[src/rtl/mem_rd_window_buf_pkg.sv]
// Shared types and constants for the RAM read-window buffer and its read controller.
package mem_rd_window_buf_pkg;

  localparam int unsigned DW_DEF     = 8;
  localparam int unsigned RD_LAT_DEF = 1;
  localparam int unsigned WIN_DEF    = 3;
  localparam int unsigned CW_DEF     = 8;

  // Burst lengths issued by the read controller
  localparam int unsigned BURST_LEN_238 = 238;
  localparam int unsigned BURST_LEN_154 = 154;
  localparam int unsigned BURST_LEN_108 = 108;
  localparam int unsigned BURST_LEN_54  = 54;

  typedef enum logic [1:0] {
    IDLE   = 2'd0,
    FILL   = 2'd1,
    STREAM = 2'd2,
    DONE   = 2'd3
  } winState_t;

endpackage

[src/rtl/mem_rd_window_buf_if.sv]
// Read-side bus between the read controller/RAM and the window buffer, plus the window output.
interface mem_rd_window_buf_if
  import mem_rd_window_buf_pkg::*;
#(
  parameter int unsigned DW  = DW_DEF,
  parameter int unsigned WIN = WIN_DEF,
  parameter int unsigned CW  = CW_DEF
);
  logic              iEN_RC;
  logic [CW-1:0]     iRADDR;
  logic [DW-1:0]     iRDATA;
  logic              iFLUSH;
  logic [WIN*DW-1:0] oWIN;
  logic              oWIN_VALID;
  logic              oBURST_DONE;
  logic [CW-1:0]     oBURST_CNT;
  logic              oERR;

  modport master (
    output iEN_RC, iRADDR, iRDATA, iFLUSH,
    input  oWIN, oWIN_VALID, oBURST_DONE, oBURST_CNT, oERR
  );

  modport slave (
    input  iEN_RC, iRADDR, iRDATA, iFLUSH,
    output oWIN, oWIN_VALID, oBURST_DONE, oBURST_CNT, oERR
  );
endinterface

[src/rtl/mem_rd_window_buf_rd_lat_pipe.sv]
// Delays {enable, address} by DEPTH cycles so they line up with synchronous-RAM read data.
module rd_lat_pipe #(
  parameter int unsigned DEPTH = 1,
  parameter int unsigned CW    = 8
) (
  input  logic          iCLK,
  input  logic          iRST_N,
  input  logic          iCLR,
  input  logic          iEN,
  input  logic [CW-1:0] iADDR,
  output logic          oEN,
  output logic [CW-1:0] oADDR
);

  logic [DEPTH-1:0] enPipe;
  logic [CW-1:0]    addrPipe [DEPTH];

  always_ff @(posedge iCLK) begin
    if (!iRST_N || iCLR) begin
      enPipe <= '0;
      for (int i = 0; i < int'(DEPTH); i++) addrPipe[i] <= '0;
    end else begin
      enPipe[0]   <= iEN;
      addrPipe[0] <= iADDR;
      for (int i = 1; i < int'(DEPTH); i++) begin
        enPipe[i]   <= enPipe[i-1];
        addrPipe[i] <= addrPipe[i-1];
      end
    end
  end

  assign oEN   = enPipe[DEPTH-1];
  assign oADDR = addrPipe[DEPTH-1];

endmodule

[src/rtl/mem_rd_window_buf.sv]
// Aligns RAM read data to its delayed enable, builds a sliding window of WIN samples,
// and reports per-burst completion, length and address-sequence errors.
module mem_rd_window_buf
  import mem_rd_window_buf_pkg::*;
#(
  parameter int unsigned DW     = DW_DEF,
  parameter int unsigned RD_LAT = RD_LAT_DEF,
  parameter int unsigned WIN    = WIN_DEF,
  parameter int unsigned CW     = CW_DEF
) (
  input  logic                iCLK,
  input  logic                iRST_N,
  mem_rd_window_buf_if.slave  bus
);

  localparam int unsigned FW = $clog2(WIN + 1);

  logic              cap;
  logic [CW-1:0]     capAddr;
  winState_t         state;
  logic [FW-1:0]     fill;
  logic [CW-1:0]     prevAddr;
  logic [CW-1:0]     burstCnt;
  logic [WIN*DW-1:0] winReg;
  logic              winValid;
  logic              burstDone;
  logic              errFlag;

  rd_lat_pipe #(
    .DEPTH (RD_LAT),
    .CW    (CW)
  ) uLatPipe (
    .iCLK   (iCLK),
    .iRST_N (iRST_N),
    .iCLR   (bus.iFLUSH),
    .iEN    (bus.iEN_RC),
    .iADDR  (bus.iRADDR),
    .oEN    (cap),
    .oADDR  (capAddr)
  );

  // Burst FSM with window shift register, fill/burst counters and sticky error
  always_ff @(posedge iCLK) begin
    if (!iRST_N || bus.iFLUSH) begin
      state     <= IDLE;
      fill      <= '0;
      prevAddr  <= '0;
      burstCnt  <= '0;
      winReg    <= '0;
      winValid  <= 1'b0;
      burstDone <= 1'b0;
      errFlag   <= 1'b0;
    end else begin
      winValid  <= 1'b0;
      burstDone <= 1'b0;
      if (cap) begin
        winReg   <= {winReg[(WIN-1)*DW-1:0], bus.iRDATA};
        prevAddr <= capAddr;
      end
      case (state)
        IDLE, DONE: begin
          if (cap) begin
            state    <= FILL;
            fill     <= FW'(1);
            burstCnt <= CW'(1);
          end else begin
            state <= IDLE;
          end
        end
        FILL, STREAM: begin
          if (cap) begin
            if (capAddr != prevAddr + CW'(1)) errFlag <= 1'b1;
            if (burstCnt != '1) burstCnt <= burstCnt + CW'(1);
            // Window becomes full on this capture, or already was
            if (fill >= FW'(WIN - 1)) begin
              fill     <= FW'(WIN);
              winValid <= 1'b1;
              state    <= STREAM;
            end else begin
              fill <= fill + FW'(1);
            end
          end else begin
            state     <= DONE;
            burstDone <= 1'b1;
            fill      <= '0;
          end
        end
        default: state <= IDLE;
      endcase
    end
  end

  assign bus.oWIN        = winReg;
  assign bus.oWIN_VALID  = winValid;
  assign bus.oBURST_DONE = burstDone;
  assign bus.oBURST_CNT  = burstCnt;
  assign bus.oERR        = errFlag;

endmodule
[src/flat_wrapper.sv]
// flat-port wrapper written by rule: the top's interface ports become plain ports
module mem_rd_window_buf_flat import mem_rd_window_buf_pkg::*;
#(
  parameter int unsigned DW     = DW_DEF,
  parameter int unsigned RD_LAT = RD_LAT_DEF,
  parameter int unsigned WIN    = WIN_DEF,
  parameter int unsigned CW     = CW_DEF
)
  (iCLK, iRST_N, bus_iEN_RC, bus_iRADDR, bus_iRDATA, bus_iFLUSH, bus_oWIN, bus_oWIN_VALID, bus_oBURST_DONE, bus_oBURST_CNT, bus_oERR);
  mem_rd_window_buf_if #(.DW(DW), .WIN(WIN), .CW(CW)) bus_i ();
  input  logic iCLK;
  input  logic iRST_N;
  input wire logic [$bits(bus_i.iEN_RC)-1:0] bus_iEN_RC;
  input wire logic [$bits(bus_i.iRADDR)-1:0] bus_iRADDR;
  input wire logic [$bits(bus_i.iRDATA)-1:0] bus_iRDATA;
  input wire logic [$bits(bus_i.iFLUSH)-1:0] bus_iFLUSH;
  output wire logic [$bits(bus_i.oWIN)-1:0] bus_oWIN;
  output wire logic [$bits(bus_i.oWIN_VALID)-1:0] bus_oWIN_VALID;
  output wire logic [$bits(bus_i.oBURST_DONE)-1:0] bus_oBURST_DONE;
  output wire logic [$bits(bus_i.oBURST_CNT)-1:0] bus_oBURST_CNT;
  output wire logic [$bits(bus_i.oERR)-1:0] bus_oERR;
  assign bus_i.iEN_RC = bus_iEN_RC;
  assign bus_i.iRADDR = bus_iRADDR;
  assign bus_i.iRDATA = bus_iRDATA;
  assign bus_i.iFLUSH = bus_iFLUSH;
  assign bus_oWIN = bus_i.oWIN;
  assign bus_oWIN_VALID = bus_i.oWIN_VALID;
  assign bus_oBURST_DONE = bus_i.oBURST_DONE;
  assign bus_oBURST_CNT = bus_i.oBURST_CNT;
  assign bus_oERR = bus_i.oERR;
  mem_rd_window_buf #(.DW(DW), .RD_LAT(RD_LAT), .WIN(WIN), .CW(CW)) u_core (.iCLK(iCLK), .iRST_N(iRST_N), .bus(bus_i));
endmodule
[config.mk]
export PLATFORM = sky130hd
export DESIGN_NAME = mem_rd_window_buf_flat
export DESIGN_NICKNAME = d
export VERILOG_FILES = /design/src/rtl/mem_rd_window_buf_pkg.sv /design/src/rtl/mem_rd_window_buf_if.sv /design/src/rtl/mem_rd_window_buf_rd_lat_pipe.sv /design/src/rtl/mem_rd_window_buf.sv /design/src/flat_wrapper.sv
export SDC_FILE = /design/constraint.sdc
export NUM_CORES = 1
export LEC_CHECK = 0
export BUFFER_PORTS_ARGS = -buffer_cell sky130_fd_sc_hd__buf_4
export CORE_ASPECT_RATIO = 0.8
export CORE_MARGIN = 5
export CORE_UTILIZATION = 29
export DETAILED_ROUTE_END_ITERATION = 8
export GPL_TIMING_DRIVEN = 0
export PLACE_DENSITY = 0.6
export SYNTH_ARGS = -nofsm -noshare
export SYNTH_HDL_FRONTEND = slang
export SYNTH_HIERARCHICAL = 1
export SYNTH_SLANG_ARGS = --single-unit
[constraint.sdc]
create_clock -name iCLK -period 2.9 [get_ports iCLK]
set_clock_uncertainty 0.1 [all_clocks]
set_input_delay 0.29 -clock iCLK [delete_from_list [all_inputs] [get_ports iCLK]]
set_output_delay 0.29 -clock iCLK [all_outputs]
set_load 0.02 [all_outputs]
Word-level counts from Yosys, hierarchy flattened
Memory sizes are Yosys's and may differ from the RTL's.
Index checks and enable logic that the tools add are counted.
{"block": "word_totals", "mem_count": 1, "ram_bits": 8, "in_bits": 20, "output_inout_bits": 35, "reg_bits": 48, "wordCells": 54}
{"block": "classes", "bitwise_logic": 2, "reduce_logical": 10, "eq_ne": 9, "n_addsub": 3, "muxes": 19, "n_lt_le_gt_ge": 1}
{"memory": "u_core.uLatPipe.addrPipe", "depth": 1, "word_bits": 8, "read_ports": 1, "rd_clocked_by_memory_dff": 0, "write_ports": 1, "line_no": "mem_rd_window_buf_rd_lat_pipe.sv:16", "rtl": "logic [CW-1:0] addrPipe [DEPTH];"}
{"cell": "$mux 8", "count": 4}
{"cell": "$add 8x1->8 const B", "count": 2}
{"cell": "$pmux 8 s2", "count": 1}
{"cell": "$mux 2", "count": 5}
{"cell": "$ne 8x8->1", "count": 1}
{"cell": "$ne 8x8->1 const B", "count": 1}
{"cell": "$pmux 2 s2", "count": 2}
{"cell": "$reduce_or 8->1", "count": 1}
{"cell": "$mux 1", "count": 7}
{"cell": "$reduce_and 3->1", "count": 2}
{"cell": "$reduce_or 2->1", "count": 3}
{"cell": "$eq 2x2->1 const B", "count": 2}
{"cell": "$ne 2x2->1 const B", "count": 2}
{"cell": "$ne 3x2->1 const B", "count": 1}
{"cell": "$reduce_or 3->1", "count": 1}
{"cell": "$add 2x1->2 const B", "count": 1}
{"cell": "$eq 2x1->1 const B", "count": 1}
{"cell": "$ge 2x2->1 const B", "count": 1}
{"cell": "$logic_not 2->1", "count": 1}
{"cell": "$ne 2x1->1 const B", "count": 1}
{"cell": "$not 1->1", "count": 2}
{"cell": "$logic_not 1->1", "count": 1}
{"cell": "$logic_or 1x1->1", "count": 1}

Depth between registers and ports, before layout
{"block": "logic_depth", "ltp_word": 5, "mapped_depth": 9, "depth_no_buf": 7}

Hierarchy
The synthesis kept the hierarchy.
{"mod": "mem_rd_window_buf", "area_each_um2": 2122.0, "instances": 1, "cells_each": 222}
{"mod": "rd_lat_pipe", "area_each_um2": 259.0, "instances": 1, "cells_each": 18}

Least setup slack after synthesis
OpenSTA, ideal clock, no wires.
{"block": "synth_path", "kind": "flip-flop to flip-flop", "startpoint": "reg u_core.uLatPipe.enPipe, in the netlist u_core/uLatPipe/oEN", "endpoint": "reg u_core.burstCnt[5], in the netlist u_core/bus.oBURST_CNT[5]", "arrival_time_ns": 1.898, "synth_period_minus_slack_ns": 2.113, "path_slack_ns": 0.787, "setup_ns": 0.115, "path_stages_with_launch": 10, "cell_sequence": "dfxtp_1 clkbuf_1 clkbuf_1 inv_1 ha_1 a31o_1 buf_6 nor4_4 xnor2_1 nor2_1"}
{"block": "synth_via", "elab_chain_len": 2, "word_cells_on_any_way": 3, "cone_classes": "eq/ne (2); reduce/logical (1)"}
{"item": "start, declared", "line_no": "mem_rd_window_buf_rd_lat_pipe.sv:15", "rtl": "logic [DEPTH-1:0] enPipe;"}
{"item": "start signal, assigned by index", "line_no": "mem_rd_window_buf_rd_lat_pipe.sv:26", "rtl": "enPipe[i] <= enPipe[i-1];"}
{"item": "$ne 2x2->1 (no source line)"}
{"item": "$reduce_and 3->1 (no source line) *"}
{"item": "end signal, assigned", "line_no": "mem_rd_window_buf.sv:73", "rtl": "if (burstCnt != '1) burstCnt <= burstCnt + CW'(1);"}
{"item": "end, declared", "line_no": "mem_rd_window_buf.sv:23", "rtl": "logic [CW-1:0] burstCnt;"}
Every way passes the cells marked *; elsewhere a longest branch is shown, timed or not.
A chain may end at the register's enable or synchronous reset.

Final worst setup path
Same ends and word-level chain as after synthesis.

==> summary.md <==
| Metric | Value |
|---|---|
| Period utilization | `0.8445` |
| Async SR Flop Fraction | `0` |
| Grt total ovfl | `0` |
| Final wirelength | `5194 um` |
| Core footprint | `7983 sq um` |
| Vias | `1,849` |
| Initial core utilization | `0.2983` |
| P&R area growth vs syn | `26.48%` |
| Max cap viols | `0` |
| GR Util All Layers | `0.1043` |
| Critical Path Start | `u_core/uLatPipe/oEN$_SDFF_PP0_` |
| Hold path start | `bus_iRDATA[7]` |
| Ys flop type | `dfxtp_1` |
| Cells after DPL | `402` |
| CTS tree | `done` |
| Mapped Cells | `240` |
| CP Data Required Time | `3.00 ns` |
| Fin crit period | `2.449 ns` |
| Number of synthesized flops with an enable pin | `0` |
| Area occupied by multi-input gates | `1187 sq um` |
| Clk buf depth | `2` |
| Antenna Cells | `0` |
| Pin count of the biggest net entering global routing | `19` |
| IO buf count | `54` |
| # fillers | `836` |
| Lkg Pwr | `1.204 nW` |
| Die Width | `111.3 um` |
| Placer Congestion | `0.7682` |
| Register area share after synthesis | `0.4708` |
| # clock sinks | `56` |
| Setup TNS | `0 ns` |
| First-pass GRT wire length | `8859 um` |
| Die Area | `10,130 sq um` |
| Final setup fails | `0` |
| Commonest non-fill, non-tap cell in the layout | `dfxtp_1` |
| Critical path class | `reg2reg` |
| # hold bufs at CTS | `0` |
| Worst-path clk slew | `0.10 ns` |
| Initial DRC Count | `54` |
| RR Startpoint | `u_core/uLatPipe/oEN$_SDFF_PP0_` |
| Max VDD drop | `0.0002083 V` |
| PwrDens | `439.1 nW/um^2` |
| Synth Register Bits | `56` |
| Root buf cell | `clkbuf_8` |
| Most frequent cells in the layout | `56 x dfxtp_1, 54 x buf_4, 44 x nor2_1` |
| Sequential Area | `1121 sq um` |
| Final #Nets | `325` |
| RSZ-0062 raised after global routing | `no` |
| Achievable frequency | `408.3 MHz` |
| FP Rows | `29` |
| Worst slew margin | `0.4574` |
| CP delay by family, top | `buffers and inverters` |
| Number of synthesis warnings | `6` |
| Status | `finished clean` |
| CTS buffer count | `5` |
| Post-Layout Cell Count | `410` |
| Syn Std Cell Area | `2381 sq um` |
| Via density | `4.510` |
| Kind of end point of the critical path | `register` |
| Cells along the critical path | `clkbuf_1 -> clkbuf_1 -> inv_1 -> ha_1 -> a31o_1 -> buf_6 -> nor4_4 -> xnor2_1 -> nor2_1` |
| Routed Antenna Nets | `0` |
| CP max FO | `10` |
| Critical Path Most Common Cell | `clkbuf_1` |
| Post-detail-place hpwl | `3773 um` |
| Worst-margin pin slew | `0.8139 ns` |
| CP arrival | `2.55 ns` |
| Mapped Nets | `264` |
| Antenna violations before repair | `0` |
| Final hold vios | `0` |
| First drt pass iteration count | `4` |
| Hold Crit Class | `in2reg` |
| Layout cells sized above 1 | `0.2417` |
| H-Tree Depth | `2` |
| Ports | `55` |
| Die Span Y | `91.05 um` |
| Vias in the first global route | `1,865` |
| Crit-path slowest cell | `clkbuf_1` |
| Later-pin clock latency in the skew report | `0.31 ns` |
| Crit path buf inv count | `4` |
| DR WL/cell | `12.67 um` |
| Postcts setup bufs | `0` |
| Resize count post-CTS | `0` |
| Post-Syn Area per Cell | `9.921 sq um` |
| Slowest stage delay, CP | `0.46 ns` |
| Max-slew violation count | `0` |
| Distinct cells, synth | `46` |
| Crit start category | `register` |
| # DRC | `0` |
tightest hold or removal path: cells and delay by family:
family,cells,cell delay [ns]
buffers and inverters,1,0.07
AND/OR/NAND/NOR,1,0.07
multiplexers,1,0.05
stage by stage:
step	util	hold WS (ns)	power [mW]	area [sq um]	setup WS, ns
after floorplan	-	0.3361	0.8663	2381	0.7869
after global placement	0.3660	0.3564	0.9081	2922	0.5327
after detailed placement	0.3660	0.3541	0.9088	2922	0.5192
after CTS	0.3773	0.1045	1.342	3012	0.4456
after global routing	0.3773	0.1058	1.385	3012	0.2635
final	0.3773	0.1153	1.323	3012	0.4509
report_power, final:
group | leakage, nW | switching (mW) | internal (mW) | total (mW)
sequential | 0.453 | 0.00863 | 0.778 | 0.786
combinational | 0.706 | 0.0546 | 0.0494 | 0.104
clock | 0.0445 | 0.260 | 0.172 | 0.432
total | 1.20 | 0.323 | 0.999 | 1.32
cell usage after synthesis (2+ instances only):
cell | n | area (sq um)
dfxtp_1 | 56 | 1121
nor2_1 | 44 | 165.2
mux2i_1 | 34 | 340.3
xnor2_1 | 10 | 87.58
and3b_1 | 9 | 78.83
nand2_1 | 9 | 33.78
a21oi_1 | 8 | 40.04
clkbuf_1 | 8 | 30.03
ha_1 | 4 | 50.05
inv_1 | 4 | 15.01
nand3_1 | 4 | 20.02
a21o_1 | 3 | 22.52
nor2b_1 | 3 | 18.77
o21ai_0 | 3 | 15.01
xor2_1 | 3 | 26.28
a211oi_1 | 2 | 15.01
and3_1 | 2 | 12.51
and4_1 | 2 | 17.52
buf_1 | 2 | 7.510
nand2b_1 | 2 | 12.51
nand3b_1 | 2 | 15.01
nor3_1 | 2 | 10.01
per-layer routing:
metal | GRT usage | part of all wire | up-vias
li1 | - | - | 951
met1 | 0.1371 | 0.49 | 853
met2 | 0.1682 | 0.45 | 41
met3 | 0.02924 | 0.053 | 4
met4 | 0.03040 | 0.012 | 0
met5 | 0 | 0 | -
area by class of cell:
cell class	count	area share
multi-input combinational	167	0.3943
sequential	56	0.3722
clock inverter	3	0.007063
buffer	12	0.01786
tap	108	0.04487
inverter	5	0.006232
clock buffer	5	0.02285
timing repair buffer	54	0.1346
worst paths after layout:
kind	cells past startpoint	end	slack (ns)
worst max-delay path	9	u_core/bus.oBURST_CNT[5]$_SDFFE_PP0P_	0.45
worst min-delay path	3	u_core/bus.oWIN[7]$_SDFFE_PP0P_	0.12
worst max register to register	9	u_core/bus.oBURST_CNT[5]$_SDFFE_PP0P_	0.45
worst min register to register	2	u_core/bus.oWIN_VALID$_SDFF_PP0_	0.37
flip-flops by register name, summed over array words and instances, names as in the netlist:
name                      cells
u_core/prevAddr               8
u_core/uLatPipe/addrPipe      8
u_core/bus.oERR               1
u_core/bus.oWIN_VALID         1
u_core/uLatPipe/oEN           1
u_core/state                  2
u_core/fill                   2
u_core/bus.oWIN              24
u_core/bus.oBURST_DONE        1
u_core/bus.oBURST_CNT         8
logic make-up (layout without fill, tap and decap cells):
logic type,after synthesis,in the layout,share of synthesized area
adders and majority gates,4,4,0.02102
xor gates and xnor gates,14,14,0.05465
buffers and inverters,17,79,0.03047
muxes,34,34,0.1429
DFF,56,56,0.4708
and+or+nand+nor,88,88,0.2028
AOI/OAI and AO/OA,27,27,0.07725
Note: power is estimated with default switching activity, not from simulation.
